[config.mk]
export PLATFORM = sky130hd
export DESIGN_NAME = tan_poly
export DESIGN_NICKNAME = d
export VERILOG_FILES = /design/src/rtl/tan_poly.sv
export SDC_FILE = /design/constraint.sdc
export NUM_CORES = 1
export LEC_CHECK = 0
export ABC_AREA = 1
export CAP_MARGIN = 20
export CORE_MARGIN = 3
export CORE_UTILIZATION = 50
export DETAILED_ROUTE_END_ITERATION = 8
export PLACE_DENSITY = 0.67
export SYNTH_ARGS = -nofsm -noshare
export SYNTH_HDL_FRONTEND = slang
export SYNTH_SLANG_ARGS = --single-unit
[constraint.sdc]
create_clock -name clk -period 10.4 [get_ports clk]
set_clock_uncertainty 0.05 [all_clocks]
set_input_delay 2.08 -clock clk [delete_from_list [all_inputs] [get_ports clk]]
set_output_delay 2.08 -clock clk [all_outputs]
set_load 0.03 [all_outputs]
[src/rtl/tan_poly.sv]
// tan_poly -- iterative Horner evaluator for tan(x) over [0, pi/4].
//
// Maps an unsigned Q1.15 angle (radians) to an unsigned Q0.8 ratio using
//   tan(x) ~= x * (1 + x^2*(C3 + x^2*(C5 + x^2*C7)))
// All products go through one shared 16x16 unsigned multiplier. A small FSM
// steps through one multiply per cycle, so each sample takes six cycles.
//
// Ports:
//   clk         in   1   system clock, rising edge
//   rst         in   1   asynchronous, active-high reset
//   val_i       in   1   input strobe, only sampled while rdy_o=1
//   rdy_o       out  1   high while idle and able to accept a sample
//   tan_poly_i  in  16   unsigned angle, Q1.15 radians
//   val_o       out  1   one-cycle result strobe
//   tan_poly_o  out  8   unsigned tan value, Q0.8; held until the next result

module tan_poly #(
    parameter logic [15:0] C7      = 16'h06E8,  // 17/315, Q1.15
    parameter logic [15:0] C5      = 16'h1111,  // 2/15,   Q1.15
    parameter logic [15:0] C3      = 16'h2AAB,  // 1/3,    Q1.15
    parameter logic [15:0] MAX_ANG = 16'h6488   // pi/4,   Q1.15
) (
    input  logic        clk,
    input  logic        rst,
    input  logic        val_i,
    output logic        rdy_o,
    input  logic [15:0] tan_poly_i,
    output logic        val_o,
    output logic [7:0]  tan_poly_o
);

    typedef enum logic [2:0] {
        S_IDLE,
        S_SQ,
        S_M5,
        S_M3,
        S_M1,
        S_FIN
    } state_t;

    state_t      r_state;
    state_t      w_state_next;

    logic [15:0] r_x;        // clamped angle
    logic [15:0] r_x2;       // x^2, Q1.15
    logic [15:0] r_acc;      // Horner accumulator, Q1.15
    logic        r_val;
    logic [7:0]  r_out;

    logic [15:0] w_x_next;
    logic [15:0] w_x2_next;
    logic [15:0] w_acc_next;
    logic        w_val_next;
    logic [7:0]  w_out_next;

    // Shared multiplier: operands are selected by state.
    logic [15:0] w_mul_a;
    logic [15:0] w_mul_b;
    logic [31:0] w_prod;
    logic [16:0] w_shift;    // product >> 15, truncated
    logic [14:0] w_unused_lsbs;

    always_comb begin
        w_mul_a = r_acc;
        w_mul_b = r_x2;
        case (r_state)
            S_SQ: begin
                w_mul_a = r_x;
                w_mul_b = r_x;
            end
            S_FIN: begin
                w_mul_a = r_acc;
                w_mul_b = r_x;
            end
            default: begin
                w_mul_a = r_acc;
                w_mul_b = r_x2;
            end
        endcase
    end

    assign w_prod        = w_mul_a * w_mul_b;
    assign w_shift       = w_prod[31:15];
    assign w_unused_lsbs = w_prod[14:0];

    // Next-state and datapath updates. With x clamped to pi/4, x^2 and every
    // accumulator value stay below 2^16, so bit 16 of the shifted product is
    // only significant for the final x*acc product.
    always_comb begin
        w_state_next = r_state;
        w_x_next     = r_x;
        w_x2_next    = r_x2;
        w_acc_next   = r_acc;
        w_val_next   = 1'b0;
        w_out_next   = r_out;

        case (r_state)
            S_IDLE: begin
                if (val_i) begin
                    w_x_next     = (tan_poly_i > MAX_ANG) ? MAX_ANG : tan_poly_i;
                    w_state_next = S_SQ;
                end
            end
            S_SQ: begin
                w_x2_next    = w_shift[15:0];
                w_acc_next   = C7;
                w_state_next = S_M5;
            end
            S_M5: begin
                w_acc_next   = C5 + w_shift[15:0];
                w_state_next = S_M3;
            end
            S_M3: begin
                w_acc_next   = C3 + w_shift[15:0];
                w_state_next = S_M1;
            end
            S_M1: begin
                w_acc_next   = 16'h8000 + w_shift[15:0];
                w_state_next = S_FIN;
            end
            S_FIN: begin
                // y >= 1.0 cannot be shown in Q0.8; saturate instead of wrapping.
                w_out_next   = (w_shift >= 17'h08000) ? 8'hFF : w_shift[14:7];
                w_val_next   = 1'b1;
                w_state_next = S_IDLE;
            end
            default: begin
                w_state_next = S_IDLE;
            end
        endcase
    end

    always_ff @(posedge clk or posedge rst) begin
        if (rst) begin
            r_state <= S_IDLE;
            r_x     <= '0;
            r_x2    <= '0;
            r_acc   <= '0;
            r_val   <= 1'b0;
            r_out   <= '0;
        end else begin
            r_state <= w_state_next;
            r_x     <= w_x_next;
            r_x2    <= w_x2_next;
            r_acc   <= w_acc_next;
            r_val   <= w_val_next;
            r_out   <= w_out_next;
        end
    end

    assign rdy_o      = (r_state == S_IDLE);
    assign val_o      = r_val;
    assign tan_poly_o = r_out;

endmodule

==> results.sh <==
export IMPL_syn_to_final_growth_pct=8.589
export IMPL_cts_resized_gates=0
export IMPL_grt_total_usage_pct=28.24
export IMPL_syn_inst=1584
export IMPL_multi_input_area_um2=9106
export IMPL_synthTopCellsByArea="fa_1, dfrtp_1, ha_1"
export IMPL_fin_setup_tns_ns=0
export IMPL_min_delay_start="r_x2[7]"
export IMPL_cap_violations=0
export IMPL_design_area_um2=13110
export IMPL_slowest_delay_ns=1.04
export IMPL_clock_fmax_ghz=0.1069
export IMPL_clk_pin_slew_ns=0.05
export IMPL_dieWidth_um=161.4
export IMPL_grt_max_degree=61
export IMPL_first_pass_iters=5
export IMPL_start_util_pct=51.14
export IMPL_grt_overflow_total=0
export IMPL_critical_path_startpoint="r_state[2]"
export IMPL_postRouteAntennaNets=0
export IMPL_hold_class="register to register"
export IMPL_worst_setup_path_start_kind="register"
export IMPL_place_congestion=0.9360
export IMPL_numCtsBuffers=9
export IMPL_regToRegStartpoint="r_state[2]"
export IMPL_core_area_um2=23610
export IMPL_avgSynthCellArea_um2=7.624
export IMPL_period_minus_slack_ns=9.359
export IMPL_crit_buf_inv=6
export IMPL_drive_above_1_share_pct=6.177
export IMPL_top_level_ports=29
export IMPL_cp_top_family="adder cells"
export IMPL_cts_sinks=60
export IMPL_maxSlewViolCount=0
export IMPL_vias=10310
export IMPL_die_y_um=161.4
export IMPL_placed_area_um2=12810
export IMPL_worstPathRequired_ns=10.56
export IMPL_sequential_cell_area_um2=1501
export IMPL_final_common_cell="nand2_1"
export IMPL_die_area_um2=26050
export IMPL_path_max_fanout=30
export IMPL_rows=56
export IMPL_ys_types=49
export IMPL_drtIter0Drc=642
export IMPL_ctsHoldBuffers=0
export IMPL_nFillCells=2291
export IMPL_cts_tree="built"
export IMPL_io_buffers=28
export IMPL_grt_pass1_vias=10870
export IMPL_endpoint_kind="register"
export IMPL_async_flop_share_pct=100.0
export IMPL_setup_viol=0
export IMPL_synth_edf_count=0
export IMPL_cts_buffer_depth=2
export IMPL_ys_ff_latch=60
export IMPL_synth_top_area_cell="fa_1"
export IMPL_tightest_slew_ns=1.059
export IMPL_synthFlopType="dfrtp_1"
export IMPL_synth_cell_area_um2=12080
export IMPL_num_antenna_cells=0
export IMPL_routed_via_density=5.318
export IMPL_post_cts_repair_setup_buffers=0
export IMPL_drc=0
export IMPL_arrival_ns=9.52
export IMPL_cp_common_cell="fa_1"
export IMPL_clock_latency_ns=0.33
export IMPL_cp_slowest_cell="o21ai_0"
export IMPL_rsz0062_at_grt="no"
export IMPL_wirelength_um=35210
export IMPL_synth_top_area_share_pct=32.16
export IMPL_wl_per_cell_um=18.17
export IMPL_mostFrequentLayoutCells="nand2_1, inv_1, fa_1"
export IMPL_ys_seq_area_share_pct=12.43
export IMPL_final_nets=1937
export IMPL_max_slew_margin_rel_pct=28.64
export IMPL_final_hold_violation_count=0
export IMPL_syn_nets=1907
export IMPL_cts_max_level=3
export IMPL_dp_hpwl_um=29380
export IMPL_antenna_found_initial=0
export IMPL_grt_pass1_wl_um=57570
export IMPL_clock_root_buffer="clkbuf_16"
export IMPL_crit_type="register to register"
export IMPL_yosysWarnings=0
export IMPL_status="complete, no violations"
export IMPL_fin_crit_sh_pct=89.99
## final timing paths
kind,end,slack [ns],cells after the start
setup / recovery,r_acc[14],1.04,32
hold / removal,r_x2[7],0.43,2
setup reg to reg,r_acc[14],1.04,32
hold reg to reg,r_x2[7],0.43,2
max in group asynchronous,r_x2[0],7.53,3
min in group asynchronous,tan_poly_o[7],2.24,3
## metrics by stage
step           utilization (%)  cells  hold slack, ns  setup WS, ns
6_report                 55.54   1938          0.4325         1.041
5_1_grt                  55.54   1938          0.4557        0.5459
4_1_cts                  55.54   1938          0.4311         1.117
3_5_place_dp             54.25   1922          0.4157         1.144
3_3_place_gp             54.25   1922          0.4110         1.130
2_1_floorplan                -   1584          0.3993         3.144
## cell families after synthesis
group | Yosys count | synth area share, %
AND/OR/NAND/NOR | 669 | 23.71
buffers and inverters | 390 | 12.16
adder cells (fa/ha/maj) | 304 | 43.56
AO/OA/AOI/OAI | 149 | 7.087
flip-flops | 60 | 12.43
XOR/XNOR | 12 | 1.057
## cells in the mapped netlist, types with 2 or more instances
master and n:
nor2_1 177, o21ai_2 2, nor4_1 4, a21oi_1 37
o31ai_1 2, buf_1 3, dfrtp_1 60, inv_1 344
o21ai_0 61, a21boi_0 3, o21bai_1 5, nand3_1 70
inv_2 2, nand4_1 2, nor2_2 4, xnor2_1 4
ha_1 110, nor2_4 2, or2_2 13, a31oi_1 6
nand3_2 4, o221ai_1 3, o21ai_1 15, fa_1 194
nand3b_1 3, xor2_1 5, clkbuf_1 29, nand2_2 16
nand2_4 7, nand2_1 352, nor3_1 9, a21o_1 8
clkinv_1 10, xor2_2 3
## routing by layer
layer  vias up  GRT usage [%]  wire [um]
met5         -              0          0
met4         0          9.777       1222
met3        81          4.950       2575
met2       377          46.76      16640
met1      5005          37.59      14770
li1       4843              -          -
## worst reg2reg max path, delay by kind of cell (launching register included)
family,cells,cell delay [ns]
adder cells (fa/ha/maj),8,3.55
AO/OA/AOI/OAI,7,2.23
AND/OR/NAND/NOR,10,1.45
buffers and inverters,6,0.96
XOR/XNOR,1,0.52
flip-flops,1,0.50
## registers in the layout, summed over array words and instances, names as in the netlist
name        count
r_x2           16
r_x            16
tan_poly_o      8
r_state         3
r_acc          16
val_o           1
## cell type report
cell class | count | share of cell area, %
multi-input combinational | 1134 | 69.44
inverter | 356 | 10.19
clock buffer | 11 | 1.851
tap | 319 | 3.044
sequential | 60 | 11.45
clock inverter | 5 | 0.4580
timing repair buffer | 53 | 3.568
Power is not shown: default switching activity piles up to over one toggle a cycle in this logic, so the estimate is an artifact.
